`config.mk`:
```
export PLATFORM = sky130hd
export DESIGN_NAME = ysyx_22041412_csr_file_flat
export DESIGN_NICKNAME = d
export VERILOG_FILES = /design/src/rtl/ysyx_22041412_csr_pkg.sv /design/src/rtl/ysyx_22041412_csr_if.sv /design/src/rtl/ysyx_22041412_csr_alu.sv /design/src/rtl/ysyx_22041412_csr_file.sv /design/src/flat_wrapper.sv
export SDC_FILE = /design/constraint.sdc
export NUM_CORES = 1
export LEC_CHECK = 0
export ABC_CLOCK_PERIOD_IN_PS = 22300
export BUFFER_PORTS_ARGS = -buffer_cell sky130_fd_sc_hd__buf_2
export CORE_MARGIN = 4
export CORE_UTILIZATION = 60
export CTS_CLUSTER_DIAMETER = 80
export DETAILED_ROUTE_END_ITERATION = 16
export PLACE_DENSITY = 0.91
export SLEW_MARGIN = 20
export SYNTH_ARGS = -nofsm -noshare
export SYNTH_HDL_FRONTEND = slang
export SYNTH_SLANG_ARGS = --single-unit
```
`constraint.sdc`:
```
create_clock -name clk -period 22.3 [get_ports clk]
set_clock_uncertainty 0.2 [all_clocks]
set_input_delay 4.46 -clock clk [delete_from_list [all_inputs] [get_ports clk]]
set_output_delay 4.46 -clock clk [all_outputs]
set_load 0.005 [all_outputs]
```
`src/rtl/ysyx_22041412_csr_pkg.sv`:
```
//============================================================================
// Module  : ysyx_22041412_csr_pkg
// Brief   : CSR addresses, request kinds, func3 codes and mstatus field map.
// Rev     : 1.0
//============================================================================
`default_nettype none

package ysyx_22041412_csr_pkg;

   localparam logic [11:0] c_csr_mstatus  = 12'h300;
   localparam logic [11:0] c_csr_mtvec    = 12'h305;
   localparam logic [11:0] c_csr_mscratch = 12'h340;
   localparam logic [11:0] c_csr_mepc     = 12'h341;
   localparam logic [11:0] c_csr_mcause   = 12'h342;
   localparam logic [11:0] c_csr_mcycle   = 12'hB00;
   localparam logic [11:0] c_csr_mcycleh  = 12'hB80;

   typedef enum logic [1:0] {
      KIND_CSR   = 2'd0,
      KIND_ECALL = 2'd1,
      KIND_MRET  = 2'd2,
      KIND_RSVD  = 2'd3
   } kind_e;

   localparam logic [2:0] c_f3_csrrw  = 3'b001;
   localparam logic [2:0] c_f3_csrrs  = 3'b010;
   localparam logic [2:0] c_f3_csrrc  = 3'b011;
   localparam logic [2:0] c_f3_csrrwi = 3'b101;
   localparam logic [2:0] c_f3_csrrsi = 3'b110;
   localparam logic [2:0] c_f3_csrrci = 3'b111;

   localparam int c_mcause_ecall_m = 11;

   localparam int c_mstatus_mie    = 3;
   localparam int c_mstatus_mpie   = 7;
   localparam int c_mstatus_mpp_lo = 11;
   localparam int c_mstatus_mpp_hi = 12;

   // Only 000 and 100 are non-CSR encodings in the SYSTEM opcode space.
   function automatic logic func3_legal(input logic [2:0] f3);
      return f3[1:0] != 2'b00;
   endfunction

endpackage

`default_nettype wire

```
`src/rtl/ysyx_22041412_csr_if.sv`:
```
//============================================================================
// Module  : ysyx_22041412_csr_if
// Brief   : EXU <-> CSR file request/response bundle with valid/ready/done.
// Rev     : 1.0
//============================================================================
`default_nettype none

interface ysyx_22041412_csr_if #(
   parameter int XLEN = 64
);
   logic            valid_i;
   logic            ready_o;
   logic [1:0]      kind_i;
   logic [2:0]      func3_i;
   logic [11:0]     addr_i;
   logic [XLEN-1:0] pc_i;
   logic [XLEN-1:0] wdata_i;
   logic [XLEN-1:0] rdata_o;
   logic            done_o;
   logic            illegal_o;

   modport slave (
      input  valid_i, kind_i, func3_i, addr_i, pc_i, wdata_i,
      output ready_o, rdata_o, done_o, illegal_o
   );

   modport master (
      output valid_i, kind_i, func3_i, addr_i, pc_i, wdata_i,
      input  ready_o, rdata_o, done_o, illegal_o
   );
endinterface

`default_nettype wire

```
`src/rtl/ysyx_22041412_csr_alu.sv`:
```
//============================================================================
// Module  : ysyx_22041412_csr_alu
// Brief   : Combinational CSR read-modify-write; zero set/clear operand
//           suppresses the write.
// Rev     : 1.0
//============================================================================
`default_nettype none

module ysyx_22041412_csr_alu
   import ysyx_22041412_csr_pkg::*;
#(
   parameter int XLEN = 64
) (
   input  logic [2:0]      i_func3,
   input  logic [XLEN-1:0] i_old,
   input  logic [XLEN-1:0] i_operand,
   output logic [XLEN-1:0] o_new,
   output logic            o_we
);

   always_comb begin
      o_new = i_old;
      o_we  = 1'b0;
      case (i_func3)
         c_f3_csrrw, c_f3_csrrwi: begin
            o_new = i_operand;
            o_we  = 1'b1;
         end
         c_f3_csrrs, c_f3_csrrsi: begin
            o_new = i_old | i_operand;
            o_we  = |i_operand;
         end
         c_f3_csrrc, c_f3_csrrci: begin
            o_new = i_old & ~i_operand;
            o_we  = |i_operand;
         end
         default: ;
      endcase
   end

endmodule

`default_nettype wire

```
`src/rtl/ysyx_22041412_csr_file.sv`:
```
//============================================================================
// Module  : ysyx_22041412_csr_file
// Brief   : Machine-mode CSR file and ECALL/MRET trap unit.
//           Optional mcycle counter: define YSYX_22041412_MCYCLE_EN.
// Rev     : 1.0
//============================================================================
`default_nettype none

module ysyx_22041412_csr_file
   import ysyx_22041412_csr_pkg::*;
#(
   parameter int              XLEN        = 64,
   parameter logic [63:0]     MSTATUS_RST = 64'h0000000a00001800,
   parameter logic [XLEN-1:0] MTVEC_RST   = '0
) (
   input  logic                      clk,
   input  logic                      rst,
   ysyx_22041412_csr_if.slave        bus
);

   localparam logic [1:0] c_st_idle = 2'd0;
   localparam logic [1:0] c_st_rmw  = 2'd1;
   localparam logic [1:0] c_st_done = 2'd2;

   localparam logic [XLEN-1:0] c_align_mask  = {{(XLEN-2){1'b1}}, 2'b00};
   localparam logic [XLEN-1:0] c_mstatus_rst = MSTATUS_RST[XLEN-1:0];

   logic [1:0]      r_state;
   logic [1:0]      w_state_nxt;
   logic [XLEN-1:0] r_mstatus;
   logic [XLEN-1:0] r_mtvec;
   logic [XLEN-1:0] r_mscratch;
   logic [XLEN-1:0] r_mepc;
   logic [XLEN-1:0] r_mcause;
   logic [XLEN-1:0] r_rdata;
   logic            r_illegal;
   logic [11:0]     r_wr_addr;
   logic [XLEN-1:0] r_wr_data;
   logic            r_wr_en;
   logic [XLEN-1:0] w_old;
   logic            w_addr_ok;
   logic [XLEN-1:0] w_new;
   logic            w_we;
   logic            w_accept;
   logic            w_csr_ok;
   logic            w_ready;
   logic            w_done;
   logic            w_commit;

`ifdef YSYX_22041412_MCYCLE_EN
   logic [63:0]     r_mcycle;
   logic [63:0]     w_mcycle_wval;
   logic            w_mcycle_wr;
   logic [XLEN-1:0] w_mcycle_rd_lo;
   logic [XLEN-1:0] w_mcycle_rd_hi;
   logic            w_mcycleh_ok;

   // RV32 splits the counter across mcycle/mcycleh; RV64 sees it whole.
   if (XLEN == 32) begin : g_mcycle_32
      assign w_mcycle_wval  = (r_wr_addr == c_csr_mcycleh) ? {r_wr_data, r_mcycle[31:0]}
                                                           : {r_mcycle[63:32], r_wr_data};
      assign w_mcycle_wr    = (r_wr_addr == c_csr_mcycle) || (r_wr_addr == c_csr_mcycleh);
      assign w_mcycle_rd_lo = r_mcycle[31:0];
      assign w_mcycle_rd_hi = r_mcycle[63:32];
      assign w_mcycleh_ok   = 1'b1;
   end else begin : g_mcycle_64
      assign w_mcycle_wval  = r_wr_data;
      assign w_mcycle_wr    = (r_wr_addr == c_csr_mcycle);
      assign w_mcycle_rd_lo = r_mcycle;
      assign w_mcycle_rd_hi = '0;
      assign w_mcycleh_ok   = 1'b0;
   end

   always_ff @(posedge clk or posedge rst) begin
      if (rst) begin
         r_mcycle <= '0;
      end else if (w_commit && w_mcycle_wr) begin
         r_mcycle <= w_mcycle_wval;
      end else begin
         r_mcycle <= r_mcycle + 64'd1;
      end
   end
`endif

   always_comb begin
      w_old     = '0;
      w_addr_ok = 1'b1;
      case (bus.addr_i)
         c_csr_mstatus:  w_old = r_mstatus;
         c_csr_mtvec:    w_old = r_mtvec;
         c_csr_mscratch: w_old = r_mscratch;
         c_csr_mepc:     w_old = r_mepc;
         c_csr_mcause:   w_old = r_mcause;
`ifdef YSYX_22041412_MCYCLE_EN
         c_csr_mcycle:   w_old = w_mcycle_rd_lo;
         c_csr_mcycleh: begin
            w_old     = w_mcycle_rd_hi;
            w_addr_ok = w_mcycleh_ok;
         end
`endif
         default:        w_addr_ok = 1'b0;
      endcase
   end

   ysyx_22041412_csr_alu #(
      .XLEN (XLEN)
   ) u_alu (
      .i_func3   (bus.func3_i),
      .i_old     (w_old),
      .i_operand (bus.wdata_i),
      .o_new     (w_new),
      .o_we      (w_we)
   );

   assign w_accept = (r_state == c_st_idle) && bus.valid_i;
   assign w_csr_ok = (bus.kind_i == KIND_CSR) && func3_legal(bus.func3_i) && w_addr_ok;
   assign w_commit = (r_state == c_st_rmw) && r_wr_en;

   always_ff @(posedge clk or posedge rst) begin
      if (rst) begin
         r_state <= c_st_idle;
      end else begin
         r_state <= w_state_nxt;
      end
   end

   always_comb begin
      w_state_nxt = r_state;
      case (r_state)
         c_st_idle: if (bus.valid_i) w_state_nxt = w_csr_ok ? c_st_rmw : c_st_done;
         c_st_rmw:  w_state_nxt = c_st_idle;
         c_st_done: w_state_nxt = c_st_idle;
         default:   w_state_nxt = c_st_idle;
      endcase
   end

   always_comb begin
      w_ready = (r_state == c_st_idle);
      w_done  = (r_state == c_st_rmw) || (r_state == c_st_done);
   end

   // Traps commit on the accept edge; CSR writes wait for the RMW edge so a
   // reset during RMW drops them.
   always_ff @(posedge clk or posedge rst) begin
      if (rst) begin
         r_mstatus  <= c_mstatus_rst;
         r_mtvec    <= MTVEC_RST;
         r_mscratch <= '0;
         r_mepc     <= '0;
         r_mcause   <= '0;
         r_rdata    <= '0;
         r_illegal  <= 1'b0;
         r_wr_addr  <= '0;
         r_wr_data  <= '0;
         r_wr_en    <= 1'b0;
      end else begin
         if (w_accept) begin
            r_rdata   <= '0;
            r_illegal <= 1'b0;
            r_wr_en   <= 1'b0;
            r_wr_addr <= bus.addr_i;
            r_wr_data <= w_new;
            case (kind_e'(bus.kind_i))
               KIND_CSR: begin
                  if (w_csr_ok) begin
                     r_rdata <= w_old;
                     r_wr_en <= w_we;
                  end else begin
                     r_illegal <= 1'b1;
                  end
               end
               KIND_ECALL: begin
                  r_rdata                    <= r_mtvec & c_align_mask;
                  r_mepc                     <= bus.pc_i & c_align_mask;
                  r_mcause                   <= XLEN'(c_mcause_ecall_m);
                  r_mstatus[c_mstatus_mpie]  <= r_mstatus[c_mstatus_mie];
                  r_mstatus[c_mstatus_mie]   <= 1'b0;
                  r_mstatus[c_mstatus_mpp_hi:c_mstatus_mpp_lo] <= 2'b11;
               end
               KIND_MRET: begin
                  r_rdata                    <= r_mepc;
                  r_mstatus[c_mstatus_mie]   <= r_mstatus[c_mstatus_mpie];
                  r_mstatus[c_mstatus_mpie]  <= 1'b1;
                  r_mstatus[c_mstatus_mpp_hi:c_mstatus_mpp_lo] <= 2'b11;
               end
               default: r_illegal <= 1'b1;
            endcase
         end
         if (w_commit) begin
            case (r_wr_addr)
               c_csr_mstatus:  r_mstatus  <= r_wr_data;
               c_csr_mtvec:    r_mtvec    <= r_wr_data & c_align_mask;
               c_csr_mscratch: r_mscratch <= r_wr_data;
               c_csr_mepc:     r_mepc     <= r_wr_data & c_align_mask;
               c_csr_mcause:   r_mcause   <= r_wr_data;
               default: ;
            endcase
         end
      end
   end

   assign bus.ready_o   = w_ready;
   assign bus.done_o    = w_done;
   assign bus.rdata_o   = r_rdata;
   assign bus.illegal_o = r_illegal;

endmodule

`default_nettype wire

```
`src/flat_wrapper.sv`:
```
// flat-port wrapper written by rule: the top's interface ports become plain ports
module ysyx_22041412_csr_file_flat import ysyx_22041412_csr_pkg::*;
#(
   parameter int              XLEN        = 64,
   parameter logic [63:0]     MSTATUS_RST = 64'h0000000a00001800,
   parameter logic [XLEN-1:0] MTVEC_RST   = '0
)
  (clk, rst, bus_valid_i, bus_kind_i, bus_func3_i, bus_addr_i, bus_pc_i, bus_wdata_i, bus_ready_o, bus_rdata_o, bus_done_o, bus_illegal_o);
  ysyx_22041412_csr_if #(.XLEN(XLEN)) bus_i ();
  input  logic clk;
  input  logic rst;
  input wire logic [$bits(bus_i.valid_i)-1:0] bus_valid_i;
  input wire logic [$bits(bus_i.kind_i)-1:0] bus_kind_i;
  input wire logic [$bits(bus_i.func3_i)-1:0] bus_func3_i;
  input wire logic [$bits(bus_i.addr_i)-1:0] bus_addr_i;
  input wire logic [$bits(bus_i.pc_i)-1:0] bus_pc_i;
  input wire logic [$bits(bus_i.wdata_i)-1:0] bus_wdata_i;
  output wire logic [$bits(bus_i.ready_o)-1:0] bus_ready_o;
  output wire logic [$bits(bus_i.rdata_o)-1:0] bus_rdata_o;
  output wire logic [$bits(bus_i.done_o)-1:0] bus_done_o;
  output wire logic [$bits(bus_i.illegal_o)-1:0] bus_illegal_o;
  assign bus_i.valid_i = bus_valid_i;
  assign bus_i.kind_i = bus_kind_i;
  assign bus_i.func3_i = bus_func3_i;
  assign bus_i.addr_i = bus_addr_i;
  assign bus_i.pc_i = bus_pc_i;
  assign bus_i.wdata_i = bus_wdata_i;
  assign bus_ready_o = bus_i.ready_o;
  assign bus_rdata_o = bus_i.rdata_o;
  assign bus_done_o = bus_i.done_o;
  assign bus_illegal_o = bus_i.illegal_o;
  ysyx_22041412_csr_file #(.XLEN(XLEN), .MSTATUS_RST(MSTATUS_RST), .MTVEC_RST(MTVEC_RST)) u_core (.clk(clk), .rst(rst), .bus(bus_i));
endmodule
```
* After elaboration in Yosys (flattened, before gate mapping)
Index checks and enable logic that the tools add are counted.
Widths: inputs -> output; s select.
** Storage, ports and cells
- Input port bits :: 148
- Output and inout bits :: 67
- Logic and storage cells :: 83
- Register bits after elaboration :: 462
** Cells by class
- Reduce and logical (&&, ||, !) cells :: 18
- Bitwise gates (word level) :: 3
- Eq/ne operators :: 21
- Muxes and demuxes :: 29
** Operators with widths (count)
- $mux 64 :: 9
- $pmux 64 s3 :: 2
- $pmux 64 s5 :: 1
- $eq 12x10->1 const B :: 10
- $and 64x64->64 :: 1
- $not 64->64 :: 1
- $or 64x64->64 :: 1
- $reduce_or 64->1 :: 1
- $mux 13 :: 2
- $mux 2 :: 5
- $eq 3x3->1 const B :: 3
- $pmux 1 s2 :: 4
- $reduce_or 2->1 :: 4
- $eq 3x2->1 const B :: 2
- $mux 1 :: 6
- $reduce_and 2->1 :: 3
- $reduce_or 5->1 :: 1
- $eq 2x1->1 const B :: 2
- $eq 2x2->1 const B :: 2
- $logic_and 1x1->1 :: 4
- $logic_not 2->1 :: 2
- $reduce_or 4->1 :: 1
- $eq 3x1->1 const B :: 1
- $ne 2x2->1 const B :: 1
- other kinds (2) :: 2

* Depth between registers and ports, before layout
- Depth in word-level cells :: 7
- Mapped depth :: 10

* Hierarchy
From an unflattened synthesis, not the netlist that was laid out.
** Unflattened totals
- Cells, all modules :: 2074
- Area total of the unflattened synthesis :: 23715.2 sq um
** By module, submodules not included
- ysyx_22041412_csr_file :: instances 1, cells each 1836, area each 22253.8 sq um
- ysyx_22041412_csr_alu :: instances 1, cells each 238, area each 1461.4 sq um

* Least setup slack after synthesis
Ideal clock, no wire load.
- Path type :: input to register
- Start point :: in bus_addr_i[3]
- End point :: reg u_core.r_wr_data[10]
- Path slack :: 15.755 ns
- Data arrival time :: 6.250 ns
- Library setup time :: 0.095 ns
- Data required time :: 22.005 ns
- Cell stages on the path :: 6
- Path buffers :: 2
- Cell sequence :: or4_1 -> buf_2 -> a2111o_1 -> a221o_1 -> buf_2 -> o31ai_1
** On the way
- Word-level cells in the longest chain between the ends :: 4
- Elaborated cells between the ends (all ways) :: 9
** RTL lines
- from (decl) :: RTL line flat_wrapper.sv:15 : input wire logic [$bits(bus_i.addr_i)-1:0] bus_addr_i;
- $eq 12x10->1 :: RTL line ysyx_22041412_csr_file.sv:88 : case (bus.addr_i)
- $pmux 64 s5 (*) :: RTL line ysyx_22041412_csr_file.sv:88
- $and 64x64->64 / $or 64x64->64 (equally long branches) :: RTL line ysyx_22041412_csr_alu.sv:34, ysyx_22041412_csr_alu.sv:30
- $pmux 64 s3 (*) :: RTL line ysyx_22041412_csr_alu.sv:24 : case (i_func3)
- to (signal assigned) :: RTL line ysyx_22041412_csr_file.sv:162 : r_wr_data <= w_new;
- to (decl) :: RTL line ysyx_22041412_csr_file.sv:38 : logic [XLEN-1:0] r_wr_data;
Mark *: on every way between the ends. The rest lies on a longest branch, timed or not.
A chain may end at the register's enable or synchronous reset.

* Final worst setup path
- Start point :: in bus_addr_i[0]
- End point :: reg u_core.r_rdata[2], in the netlist u_core.bus.rdata_o[2]
** On the way
- Word-level cells in the longest chain between the ends :: 6
- Elaborated cells between the ends (all ways) :: 11
** RTL lines
- $eq 12x10->1 :: RTL line ysyx_22041412_csr_file.sv:88
- $reduce_or 5->1 (no line)
- $mux 1 :: RTL line ysyx_22041412_csr_file.sv:88
- $logic_and 1x1->1 :: RTL line ysyx_22041412_csr_file.sv:116 : assign w_csr_ok = (bus.kind_i == KIND_CSR) && func3_legal(bus.func3_i) && w_addr_ok;
- $mux 64 (*) :: RTL line ysyx_22041412_csr_file.sv:165 : if (w_csr_ok) begin
- $pmux 64 s3 (*) :: RTL line ysyx_22041412_csr_file.sv:163 : case (kind_e'(bus.kind_i))
- to (signal assigned) :: RTL line ysyx_22041412_csr_file.sv:166 : r_rdata <= w_old;
- to (signal assigned) :: RTL line ysyx_22041412_csr_file.sv:173 : r_rdata <= r_mtvec & c_align_mask;
- to (signal assigned) :: RTL line ysyx_22041412_csr_file.sv:181 : r_rdata <= r_mepc;
- to (decl) :: RTL line ysyx_22041412_csr_file.sv:35 : logic [XLEN-1:0] r_rdata;
Marked as above.

==> results.toml <==
[setup_path]
startpoint_type = "primary input"
crit_type = "in -> reg"
crit_path_max_fanout = 36
arrival_ns = 7.95
critical_path.endpoint_type = "flip-flop"
cp.required_ns = 22.60

[synthesis]
seq_area_frac_synth_pct = 50.4
synth_edf_count = 0
synth_top_area_share_pct = 50.0
avgSynthCellArea_sq_um = 10.5
postSynthNetCount = 2328
ys_types = 60
synth_top_cell_by_area = "dfrtp_1"
ys_warn_count = 0
ys_ff_latch = 462
synth_ff_type = "dfrtp_1"
synthArstFlopShare_pct = 100
synthTopCellsByArea = "dfrtp_1, mux2_2, nand2_1, o21ai_0, mux2i_1"
synth_area_sq_um = 22900
synthCells = 2174

[routing]
vias = 20597
wirelength_um = 75400
drt-vias-per-instance = 7.31
drc = 0
postRouteAntennaNets = 0
wire_per_inst_um = 26.8
drt_iter0_drc = 3225
drt_pass1_iterations = 9

[place]
port_buffers = 211
preCtsSetupSlack_ns = 14.24
place.gp.congestion = 0.873
hpwl_um = 43200

[cts]
path_clk_slew_ns = 0.06
cts_sinks = 462
numCtsBuffers = 48
htreeDepth = 2
cts_root_buffer = "clkbuf_16"
postCtsHoldBufs = 0
ctsResizeCount = 0
insertion_delay_ns = 0.58
postCtsSetupBuffers = 0
cts_tree = "built"
clock_path_buffers = 3

[global_routing]
antenna_found_initial = 4
grt_remaining_overflow = 0
grt_pass1_wl_um = 116000
grt.total_usage_pct = 35.3
grt_max_degree = 103
use_met3_pct = 11.3
gr-max-usage-layer = "met2"
use_met1_pct = 43.5
grt_pass1_vias = 21093
gr-usage-met2_pct = 53.8

[power_and_ir_drop]
p_switching_mw = 0.786
peakVddDrop_mv = 0.0762
p_sw_share_pct = 32.0
totalPowerFinal_mw = 2.45
seqPwrFrac_pct = 48.4
pwr-share-clk_pct = 33.1
p_leak_nw = 11.9
pwr_density_cell_nw_per_um2 = 95.1
intPower_mw = 1.67
p_comb_share_pct = 18.4

[floorplanning]
io_pins = 215
die-area_sq_um = 41400
die_w_um = 203
coreArea_sq_um = 37700
start_util_pct = 60.9
placementRows = 71
fp.dieH_um = 203

[finish]
final_layout_size_suffix_gt1_share_pct = 25.1
syn2layout_area_growth_pct = 12.6
nNetsFinal = 2421
n_fill_cell = 2583

[timing]
fmax_ghz = 0.131
maxSlewViolCount = 0
rsz0062_at_grt = "false"
finalCriticalPeriod_ns = 7.65
fin_ws_ns = 14.65
hold_viol = 0
setup_viol = 0
setup_tns_ns = 0
period_share_pct = 34.3
slew_headroom_pct = 19.8
worstMarginPinSlew_ns = 1.20

[job]
max_cap_violations = 0

[outcome]
status = "finished, final reports clean"

[hold_path]
min_path_type = "reg -> reg"
==> power groups by stage <==
stage          Clock, mW  Combinational [mW]  Sequential (mW)
4_1_cts            0.811               0.445             1.18
6_report           0.813               0.452             1.19
3_5_place_dp           0               0.438             1.19
3_3_place_gp           0               0.418             1.17
5_1_grt            0.850               0.492             1.21
2_1_floorplan          0               0.275             1.14
==> stage by stage <==
step                      cells  area (sq um)  hold slack [ns]  utilization, %
after global placement     2726         24200            0.261            64.3
after detailed placement   2726         24200            0.268            64.3
after floorplan            2174         22900            0.242               -
final                      2818         25800            0.281            68.6
after global routing       2817         25800            0.301            68.5
after CTS                  2812         25800            0.282            68.4
==> routing by layer <==
metal  share of wire (%)  routed length (um)
met3                  15               11100
met1                  34               25600
met2                  45               33600
met4                 6.7                5070
met5                   0                   0
==> Yosys cell counts (3+ instances only) <==
cell and n:
nand2b_1 8, and4_1 3, nand3b_1 72, o21ai_0 212, nand3_1 9, mux2i_1 95
a31o_2 6, a32o_1 22, or4_1 7, dfrtp_1 458, clkbuf_1 172, nor2_1 14
a22o_1 39, a221o_1 3, o21ai_1 7, o211ai_1 22, buf_1 20, o31ai_1 31
nor4_1 47, buf_2 13, a32oi_1 3, and3_1 24, nand4_1 31, nand2_1 299
dfstp_2 4, ha_1 6, and2_1 33, o32ai_1 22, a22oi_1 90, mux2_2 218
inv_1 9, a222oi_1 30, a221oi_1 32, nand4b_1 6, a21oi_1 74
==> worst max-delay path, stage by stage <==
cell,delay (ns)
buf_2,0.07
buf_4,0.47
nand2b_1,0.49
nor2_4,0.88
buf_4,0.56
a222oi_1,0.23
o21ai_0,0.50
a22o_1,0.21
==> kinds of logic (layout without fill, tap and decap cells) <==
| kind of cell | after synthesis | in the layout | share of synthesized area, % |
|---|---|---|---|
| AO/OA/AOI/OAI | 608 | 608 | 17.9 |
| AND/OR/NAND/NOR | 566 | 566 | 12.7 |
| flip-flops | 462 | 462 | 50.4 |
| multiplexers | 313 | 313 | 14.9 |
| buffers and inverters | 218 | 347 | 3.74 |
| adder cells (fa/ha/maj) | 6 | 6 | 0.327 |
| XOR/XNOR | 1 | 1 | 0.0382 |
| other | 0 | 4 | 0 |
==> worst paths after layout <==
| kind | startpoint | end | slack, ns | depth (start not counted) |
|---|---|---|---|---|
| max | bus_addr_i[0] | u_core.bus.rdata_o[2]$_DFFE_PP0P_ | 14.65 | 8 |
| min | u_core.r_wr_addr[8]$_DFFE_PP0P_ | u_core.r_wr_addr[8]$_DFFE_PP0P_ | 0.28 | 2 |
| max reg2reg | u_core.r_state[0]$_DFFE_PP0P_ | u_core.r_mepc[2]$_DFF_PP0_ | 18.76 | 7 |
| min reg2reg | u_core.r_wr_addr[8]$_DFFE_PP0P_ | u_core.r_wr_addr[8]$_DFFE_PP0P_ | 0.28 | 2 |
| max in group asynchronous | rst | u_core.r_mstatus[45]$_DFFE_PP0P_ | 15.73 | 4 |
| min in group asynchronous | rst | u_core.r_mepc[21]$_DFF_PP0_ | 3.81 | 2 |
==> sequential cells by signal, indices dropped and copies added, names as in the netlist, 2 cells and up <==
signal	flops
u_core.bus.rdata_o	64
u_core.r_mtvec	62
u_core.r_mepc	64
u_core.r_mcause	64
u_core.r_wr_addr	12
u_core.r_mstatus	64
u_core.r_mscratch	64
u_core.r_wr_data	64
u_core.r_state	2
==> layout by cell type (no fill, tap or decap), drive strengths merged, types with 7 or more instances in the layout <==
cell	instances
a21oi	74
a221oi	33
a222oi	30
a22o	39
a22oi	90
a32o	22
and2	33
and3	24
buf	252
clkbuf	71
clkinv	8
dfrtp	458
inv	12
mux2	218
mux2i	95
nand2	299
nand2b	8
nand3	9
nand3b	72
nand4	31
nor2	14
nor4	47
o211ai	22
o21ai	219
o31ai	31
o32ai	22
or4	7
==> cell type report <==
class	instances	area [sq um]	share of cell area [%]
Timing Repair Buffer	252	1390	5.38
Tap cell	511	639	2.48
Inverter	9	41.3	0.160
Clock buffer	71	1380	5.34
Multi-Input combinational cell	1494	10600	41.1
Antenna cell	4	10.0	0.0388
Sequential cell	462	11600	44.8
Clock inverter	15	186	0.722
Note: power is estimated with default switching activity, not from simulation.
